$ cat src/rtl/bullet_scheduler.sv
// -----------------------------------------------------------------------------
// bullet_scheduler
//
// Shares one bullet datapath (plot/erase/move engine) across NUM_SLOTS bullet
// slots. On each frame_tick it services a pending fire request by spawning a
// bullet into the lowest free slot. It then walks every live slot in ascending
// order through erase -> move -> draw, using a start/done handshake with the
// datapath. A slot is retired when its move reports top_reached or collided.
//
// Optional build macro:
//   BULLET_AUTOFIRE_EN - while fire is held, fire_pend is re-armed in every
//                        SPAWN_CHK where the cooldown has expired.
//
// Ports:
//   clk, reset     - system clock, asynchronous active-high reset
//   fire           - fire key level; a rising edge arms a spawn request
//   frame_tick     - one-cycle pulse per frame; starts a scheduling pass
//   dp_start       - one-cycle pulse launching a datapath operation
//   dp_slot, dp_op - slot and operation (00 erase, 01 move, 10 draw, 11 spawn),
//                    stable from the dp_start cycle through the dp_done cycle
//   dp_done        - datapath completion pulse (only honoured in WAIT)
//   top_reached,
//   collided       - move results, sampled only with dp_done of a move
//   active_mask    - bit i set while slot i holds a live bullet
//   busy           - high whenever a scheduling pass is in progress
//   fire_dropped   - pulse: request discarded because every slot was full
//   tick_overrun   - pulse: frame_tick arrived while a pass was running
// -----------------------------------------------------------------------------
module bullet_scheduler #(
  parameter int NUM_SLOTS = 4,
  parameter int SLOT_W    = 2,
  parameter int COOLDOWN  = 8
) (
  input  logic                 clk,
  input  logic                 reset,
  input  logic                 fire,
  input  logic                 frame_tick,
  output logic                 dp_start,
  output logic [SLOT_W-1:0]    dp_slot,
  output logic [1:0]           dp_op,
  input  logic                 dp_done,
  input  logic                 top_reached,
  input  logic                 collided,
  output logic [NUM_SLOTS-1:0] active_mask,
  output logic                 busy,
  output logic                 fire_dropped,
  output logic                 tick_overrun
);

  typedef enum logic [2:0] {
    S_IDLE      = 3'd0,
    S_SPAWN_CHK = 3'd1,
    S_ISSUE     = 3'd2,
    S_WAIT      = 3'd3,
    S_NEXT      = 3'd4
  } state_e;

  localparam logic [1:0] OP_ERASE = 2'b00;
  localparam logic [1:0] OP_MOVE  = 2'b01;
  localparam logic [1:0] OP_DRAW  = 2'b10;
  localparam logic [1:0] OP_SPAWN = 2'b11;

  // The scan counter is one bit wider than a slot index so it can step past
  // the last slot and signal the end of the pass.
  localparam int              SCW           = SLOT_W + 1;
  localparam logic [SCW-1:0]  SLOT_END      = SCW'(NUM_SLOTS);
  localparam logic [SCW-1:0]  SLOT_ONE      = SCW'(1);
  localparam logic [7:0]      COOLDOWN_LOAD = 8'(COOLDOWN);

  state_e                 state_q, state_d;
  logic [SCW-1:0]         slot_q, slot_d;
  logic [1:0]             op_q, op_d;
  logic [NUM_SLOTS-1:0]   active_q, active_d;
  logic                   fire_pend_q, fire_pend_d;
  logic                   fire_prev_q, fire_prev_d;
  logic [7:0]             cooldown_q, cooldown_d;
  logic                   dp_start_q, dp_start_d;
  logic                   busy_q, busy_d;
  logic                   fire_dropped_q, fire_dropped_d;
  logic                   tick_overrun_q, tick_overrun_d;

  logic                   fire_rise_s;
  logic                   auto_s;
  logic                   pend_eff_s;
  logic                   has_free_s;
  logic [SLOT_W-1:0]      free_idx_s;
  logic [SLOT_W-1:0]      slot_idx_s;

  // Lowest-index clear bit of the occupancy mask (only meaningful if one exists).
  function automatic logic [SLOT_W-1:0] lowest_free(input logic [NUM_SLOTS-1:0] m);
    logic [SLOT_W-1:0] idx;
    idx = {SLOT_W{1'b0}};
    for (int i = NUM_SLOTS - 1; i >= 0; i--) begin
      if (!m[i]) idx = SLOT_W'(i);
    end
    return idx;
  endfunction

  assign fire_rise_s = fire & ~fire_prev_q;
  assign has_free_s  = ~(&active_q);
  assign free_idx_s  = lowest_free(active_q);
  assign slot_idx_s  = slot_q[SLOT_W-1:0];

`ifdef BULLET_AUTOFIRE_EN
  assign auto_s = fire & (cooldown_q == 8'd0);
`else
  assign auto_s = 1'b0;
`endif

  // A request that rises in the SPAWN_CHK cycle itself still counts for this frame.
  assign pend_eff_s = fire_pend_q | fire_rise_s | auto_s;

  // Next-state and next-output computation for the scheduler.
  always_comb begin
    state_d        = state_q;
    slot_d         = slot_q;
    op_d           = op_q;
    active_d       = active_q;
    fire_prev_d    = fire;
    fire_pend_d    = fire_pend_q | fire_rise_s;
    fire_dropped_d = 1'b0;
    tick_overrun_d = frame_tick & (state_q != S_IDLE);

    if (frame_tick && (cooldown_q != 8'd0)) begin
      cooldown_d = cooldown_q - 8'd1;
    end else begin
      cooldown_d = cooldown_q;
    end

    case (state_q)
      S_IDLE: begin
        if (frame_tick) begin
          state_d = S_SPAWN_CHK;
        end else begin
          state_d = S_IDLE;
        end
      end

      S_SPAWN_CHK: begin
        if (pend_eff_s && (cooldown_q == 8'd0) && has_free_s) begin
          fire_pend_d = 1'b1;
          slot_d      = {1'b0, free_idx_s};
          op_d        = OP_SPAWN;
          state_d     = S_ISSUE;
        end else begin
          if (pend_eff_s && (cooldown_q == 8'd0)) begin
            fire_dropped_d = 1'b1;
            fire_pend_d    = 1'b0;
          end else begin
            fire_pend_d = fire_pend_q | fire_rise_s;
          end
          slot_d  = {SCW{1'b0}};
          op_d    = OP_ERASE;
          state_d = S_NEXT;
        end
      end

      S_ISSUE: begin
        state_d = S_WAIT;
      end

      S_WAIT: begin
        if (dp_done) begin
          case (op_q)
            OP_SPAWN: begin
              active_d[slot_idx_s] = 1'b1;
              cooldown_d           = COOLDOWN_LOAD;
              // A fresh press landing on this very cycle stays armed.
              fire_pend_d          = fire_rise_s;
              slot_d               = {SCW{1'b0}};
              op_d                 = OP_ERASE;
              state_d              = S_NEXT;
            end
            OP_ERASE: begin
              op_d    = OP_MOVE;
              state_d = S_ISSUE;
            end
            OP_MOVE: begin
              if (top_reached || collided) begin
                active_d[slot_idx_s] = 1'b0;
                slot_d               = slot_q + SLOT_ONE;
                op_d                 = OP_ERASE;
                state_d              = S_NEXT;
              end else begin
                op_d    = OP_DRAW;
                state_d = S_ISSUE;
              end
            end
            OP_DRAW: begin
              slot_d  = slot_q + SLOT_ONE;
              op_d    = OP_ERASE;
              state_d = S_NEXT;
            end
            default: begin
              state_d = S_IDLE;
            end
          endcase
        end else begin
          state_d = S_WAIT;
        end
      end

      S_NEXT: begin
        if (slot_q >= SLOT_END) begin
          state_d = S_IDLE;
        end else if (active_q[slot_idx_s]) begin
          state_d = S_ISSUE;
        end else begin
          slot_d  = slot_q + SLOT_ONE;
          state_d = S_NEXT;
        end
      end

      default: begin
        state_d = S_IDLE;
      end
    endcase

    dp_start_d = (state_d == S_ISSUE);
    busy_d     = (state_d != S_IDLE);
  end

  // State and registered-output flops; reset aborts any operation in flight.
  always_ff @(posedge clk or posedge reset) begin
    if (reset) begin
      state_q        <= S_IDLE;
      slot_q         <= {SCW{1'b0}};
      op_q           <= OP_ERASE;
      active_q       <= {NUM_SLOTS{1'b0}};
      fire_pend_q    <= 1'b0;
      fire_prev_q    <= 1'b0;
      cooldown_q     <= 8'd0;
      dp_start_q     <= 1'b0;
      busy_q         <= 1'b0;
      fire_dropped_q <= 1'b0;
      tick_overrun_q <= 1'b0;
    end else begin
      state_q        <= state_d;
      slot_q         <= slot_d;
      op_q           <= op_d;
      active_q       <= active_d;
      fire_pend_q    <= fire_pend_d;
      fire_prev_q    <= fire_prev_d;
      cooldown_q     <= cooldown_d;
      dp_start_q     <= dp_start_d;
      busy_q         <= busy_d;
      fire_dropped_q <= fire_dropped_d;
      tick_overrun_q <= tick_overrun_d;
    end
  end

  assign dp_start     = dp_start_q;
  assign dp_slot      = slot_idx_s;
  assign dp_op        = op_q;
  assign active_mask  = active_q;
  assign busy         = busy_q;
  assign fire_dropped = fire_dropped_q;
  assign tick_overrun = tick_overrun_q;

endmodule

$ cat config.mk
export PLATFORM = sky130hd
export DESIGN_NAME = bullet_scheduler
export DESIGN_NICKNAME = d
export VERILOG_FILES = /design/src/rtl/bullet_scheduler.sv
export SDC_FILE = /design/constraint.sdc
export NUM_CORES = 1
export LEC_CHECK = 0
export CORE_MARGIN = 3
export CORE_UTILIZATION = 45
export CTS_CLUSTER_SIZE = 24
export DETAILED_ROUTE_END_ITERATION = 7
export PLACE_DENSITY = 0.7
export SYNTH_ARGS = -nofsm -noshare
export SYNTH_HDL_FRONTEND = slang
export SYNTH_SLANG_ARGS = --single-unit
export TNS_END_PERCENT = 1
$ cat constraint.sdc
create_clock -name clk -period 2.8 [get_ports clk]
set_clock_uncertainty 0.05 [all_clocks]
set_input_delay 0.56 -clock clk [delete_from_list [all_inputs] [get_ports clk]]
set_output_delay 0.56 -clock clk [all_outputs]
set_load 0.02 [all_outputs]
==> run metrics, run 1 <==
status=complete, no violations; Worst-Skew Late Latency=0.31 ns; GR Overflow Total=0; die width=about 66 µm; top-area cell type share of the netlist area=0.3991; Synthesis Warnings=0; Crit Path Category=reg -> out; clk buf depth=2; pin count of the biggest net entering global routing=27; Clock Pin Slew Worst Setup and Hold Paths=between 0.1 and 0.15 ns; slowest stage delay, CP=0.65 ns; first-pass detailed-route iteration total=4; clk root buf=clkbuf_4; Num CTS Buffers=3; H-Tree Depth=1; leading area contributor after synthesis=dfrtp_1; Critical Path End Type=output pin; initial antenna violation count=0; RSZ-0062 raised after global routing=false; Main synth FF type=dfrtp_1; Cell Area, Synth=roughly 1600 µm²; Routed WL=3242 µm; Total GRT Usage=0.1701; vias in the first global route=1294; routed len/inst=14.74 µm; number of I/O port buffers=18; Setup crit start kind=flip-flop; Place WS=0.5291 ns; Crit-path slowest cell=clkdlybuf4s50_1; Leak=0.7612 nW; Worst Slack Setup Final=0.7390 ns; CP delay by family, top=buffers and inverters; Vias=1234; number of core rows=21; share of layout cells above drive strength 1=0.1092; Final Critical Period=roughly 2 ns; Slew headroom=0.6454; final hold vios=0; Syn Area/Cell=10.38 µm²; Vert. Die Dim=66.19 µm; asr flop ratio synth=1.000; DRC Markers=0; Synth Instances=around 160; Area growth syn-to-layout=14.50%; dpl hpwl=2488 µm; gp weighted congestion=0.8165; final setup fails=0; CP Data Arrival Time=approximately 1.5 ns; crit share post-route=0.7361; n_diodes=0; Fmax=0.4852 GHz; post-synthesis sequential area ratio=0.3991; Synth area leaders=dfrtp_1 40%, ha_1 6.9%, nor2_1 3.7%, inv_1 2.8%, a31oi_1 2.7%; cell area after layout=roughly 1900 µm²; Buf/Inv on CP=1; Yosys cell types=49; Max Slew Vio Count=0; pwr dens=934.5 nW/µm²; crit-path cells=clkdlybuf4s50_1; Starting Density=0.4773; Filler cells=312; remaining antenna violation count after routing=0; Post-synth EDFFs=0; Max IR drop VDD=0.4302 mV; Setup Buffers After CTS=0; total of max-cap violations=0; worst hold path class=in -> async; Post-CTS Resized=0; first-pass GRT wire length=5796 µm; Final #Nets=192; TritonCTS clock tree=built; Mapped Nets=between 150 and 200; Hold Buf Count CTS=0; most frequent cells in the layout=26 x dfrtp_1, 18 x clkdlybuf4s50_1, 16 x nor2_1, 12 x inv_1; most common cell after layout, fill and taps aside=dfrtp_1; Seq cells post-synth=26; critical path peak fanout=7; Post-DP Area=1844 µm²; power consumption=1.744 mW; initial DRC count=40; Ports=19; Die Area=4381 µm²; WP data required=2.19 ns; Num Clock Sinks=26; TNS Setup=0 ns; core footprint=3416 µm²; Slew @ Worst Pin=0.5280 ns; vias per cell=between 5 and 6
[where the power goes]
part           internal (mW)  switching [mW]  leakage [nW]
Sequential             0.505           0.207         0.326
Clock                 0.0503           0.104        0.0138
Combinational          0.424           0.453         0.422
[synth_stat cells (all sizes together) (2+ instances only)]
cell,n
nor3b,4
xnor2,4
nand2,9
o22ai,4
nor4,2
nor2b,3
nand4,2
o2111ai,4
nand2b,2
a31oi,7
buf,4
ha,9
mux2,3
inv,12
a211oi,2
o21ai,4
a2111oi,2
nand3b,3
dfrtp,26
or3,2
nor2,16
a21oi,7
nor3,2
nand3,4
xor2,3
or3b,2
[cell families after synthesis]
kind of cell	after synthesis	synth area share
and+or+nand+nor	57	0.2325
AOI/OAI and AO/OA	37	0.1781
DFF	26	0.3991
buffers and inverters	17	0.04681
adders and majority gates	9	0.06907
xor gates and xnor gates	7	0.03761
muxes	4	0.03684
[final timing paths]
path / start / endpoint / slack, ns / depth (start not counted)
worst max-delay path: slot_q[0] / dp_slot[0] / 0.74 / 1
worst min-delay path: reset / fire_pend_q / 0.53 / 3
worst max register to register: cooldown_q[0] / dp_op[1] / 0.74 / 6
worst min register to register: cooldown_q[0] / cooldown_q[0] / 0.53 / 2
max in group asynchronous: reset / dp_op[1] / 1.92 / 3
min in group clk: cooldown_q[0] / cooldown_q[0] / 0.53 / 2
[area by class of cell]
class	instances	area (µm²)	share of cell area
Multi-Input combinational cell	114	903.4	0.4839
Sequential cell	26	650.6	0.3485
Timing Repair Buffer	19	187.7	0.1005
Tap cell	46	57.56	0.03083
Inverter	12	45.04	0.02413
Clock buffer	3	22.52	0.01206
[per-layer routing]
metal | wire length [µm] | up-vias | global-route usage | part of all wire
li1 | - | 609 | - | -
met1 | 1443 | 588 | 0.2105 | 0.45
met2 | 1619 | 31 | 0.2937 | 0.50
met3 | 143 | 6 | 0.03401 | 0.044
met4 | 35 | 0 | 0.05584 | 0.011
met5 | 0 | - | 0 | 0
[metrics by stage]
step	util	hold WS [ns]	instances
5_1_grt	0.5465	0.5461	220
3_5_place_dp	0.5399	0.5191	217
3_3_place_gp	0.5399	0.5092	217
6_report	0.5465	0.5284	220
2_1_floorplan	-	0.4773	157
4_1_cts	0.5465	0.5314	220
No activity file was read; power rests on OpenSTA's default activity.
==> run 2: changes to the inputs <==
PLACE_DENSITY = 0.73   (was 0.7)
clock period = 1.65 ns   (was 2.8 ns; I/O delays follow)
==> run 2 against run 1 <==
- the flow now finishes with violations (setup timing)
- first-iteration DRC count rose by 13%
- global-route usage is 1.0 points higher
- wire length up 11%
- setup slack lost 0.77 ns
- clock-buffer cell count up 1
- non-clock buffer count rose by 28
- worst hold slack got worse by 0.24 ns
- core utilization rose by 8.5 points
- cell count increased by 13%
- sequential power increased by 59%
- die area stayed put
- sequential share of layout area is 4.2 points lower
- largest cell class unchanged
==> run metrics, run 2 (same netlist as run 1, synthesis figures left out) <==
final setup fails=4; Starting Density=0.4773; Final #Nets=220; wl on met1=1634 µm; Slew @ Worst Pin=roughly 0.45 ns; Slew headroom=0.6964; Hold Buf Count CTS=0; Place WS=-0.2266 ns; Vert. Die Dim=66.19 µm; most frequent cells in the layout=29 x buf_4, 18 x dfrtp_1, 16 x nor2_1, 9 x inv_1; vias per cell=5.454; first-pass detailed-route iteration total=4; n_diodes=0; Clock Pin Slew Worst Setup and Hold Paths=roughly 0.14 ns; Num CTS Buffers=3; Total GRT Usage=0.1806; dpl hpwl=about 2800 µm; first-pass GRT wire length=~6100 µm; Core Util, Final=0.6311; GR Overflow Total=0; DR WL met2=between 1500 and 2000 µm; Area growth syn-to-layout=32.23%; Critical Path End Type=flip-flop; vias in the first global route=1363; critical path peak fanout=5; Worst Slack Setup Final=-0.03565 ns; Max Slew Vio Count=0; pin count of the biggest net entering global routing=27; TritonCTS clock tree=built; clk root buf=clkbuf_4; clk buf depth=2; H-Tree Depth=1; Worst-Skew Late Latency=0.32 ns; DRC Markers=0; final non-filler cell total=249; final hold vios=0; gp weighted congestion=0.8475; number of core rows=21; Fmax=about 0.59 GHz; DR top layer=met4; Num Clock Sinks=26; Routed WL=3600 µm; worst hold path class=in -> async; failing checks=setup timing; Setup crit start kind=flip-flop; CP Data Arrival Time=1.87 ns; TNS Setup=-0.08124 ns; routed wl met3=126 µm; status=complete, but fails checks; Max IR drop VDD=~0.7 mV; crit share post-route=1.022; Inst Count DP=between 200 and 250; share of layout cells above drive strength 1=0.3300; initial DRC count=45; Vias=roughly 1400; Leak=0.9396 nW; cell area after layout=2156 µm²; most common cell after layout, fill and taps aside=buf_4; Final Critical Period=1.686 ns; pwr dens=~1600 nW/µm²; die width=66.19 µm; initial antenna violation count=0; WP data required=1.84 ns; total of max-cap violations=0; remaining antenna violation count after routing=0; Post-DP Area=2083 µm²; routed len/inst=between 10 and 15 µm; number of I/O port buffers=18; core footprint=~3400 µm²; RSZ-0062 raised after global routing=true; Crit Path Category=reg -> reg; Die Area=4381 µm²; Ports=19
run 2: cell types whose count changed in the layout (fill, tap and decap cells not counted), sizes merged:
cell and delta:
clkdlybuf4s50 -12, buf +28, dlymetal6s2s +1, clkdlybuf4s15 +4, dlygate4sd2 +7, clkbuf +1
run 2: stage by stage:
| step | hold slack (ns) | power (mW) |
|---|---|---|
| after detailed placement | 0.5134 | 3.106 |
| final | 0.2899 | 3.428 |
| after floorplan | 0.3114 | 2.398 |
| after global routing | 0.3211 | 3.691 |
| after global placement | 0.5073 | 3.027 |
| after CTS | 0.2931 | 3.386 |
run 2: worst paths after layout:
path / from / slack [ns] / cells after the start / to
setup reg to reg: dp_op[1] / -0.04 / 6 / dp_start
hold reg to reg: dp_op[1] / 0.54 / 1 / dp_op[1]
hold / removal: reset / 0.29 / 3 / slot_q[2]
setup / recovery: dp_op[1] / -0.04 / 6 / dp_start
max in group asynchronous: reset / 0.99 / 3 / dp_op[0]
min in group clk: fire / 0.40 / 1 / fire_prev_q
run 2: final cells by class:
cell class              count  area (µm²)
repair buffers             47       391.6
inverters                  12       45.04
multi-input cells         114       964.7
fillers                   301        1260
well taps                  46       57.56
flip-flops and latches     26       660.6
clock buffers               4       36.28
run 2: routing by layer:
metal,track usage,vias to the layer above
met2,0.3073,27
met4,0.06599,0
met1,0.2247,659
li1,-,670
met5,0,-
met3,0.03571,2
run 2: repair_timing:
action,in CTS,in global routing
gates resized for setup,13,11
pin swaps,0,4
buffers inserted,0,1
endpoints found under the setup margin,15,27
run 2: where the power goes:
group / switching (mW) / internal (mW) / total [mW]
Combinational: 0.986 / 0.983 / 1.97
Sequential: 0.265 / 0.869 / 1.13
Clock: 0.189 / 0.135 / 0.324
Total: 1.44 / 1.99 / 3.43
run 2: worst max-delay path, stage by stage, from the launching register on:
cell	delay [ns]
dfrtp_2	0.46
inv_2	0.09
ha_2	0.17
inv_1	0.05
a311o_1	0.36
and4_4	0.17
nor4bb_4	0.25
==> run 3: changes to the inputs <==
CAP_MARGIN = 20   (was unset)
GPL_TIMING_DRIVEN = 1   (was unset)
==> results of run 3 <==
Same layout as run 2: the final DEF is identical, and so are final timing and power.
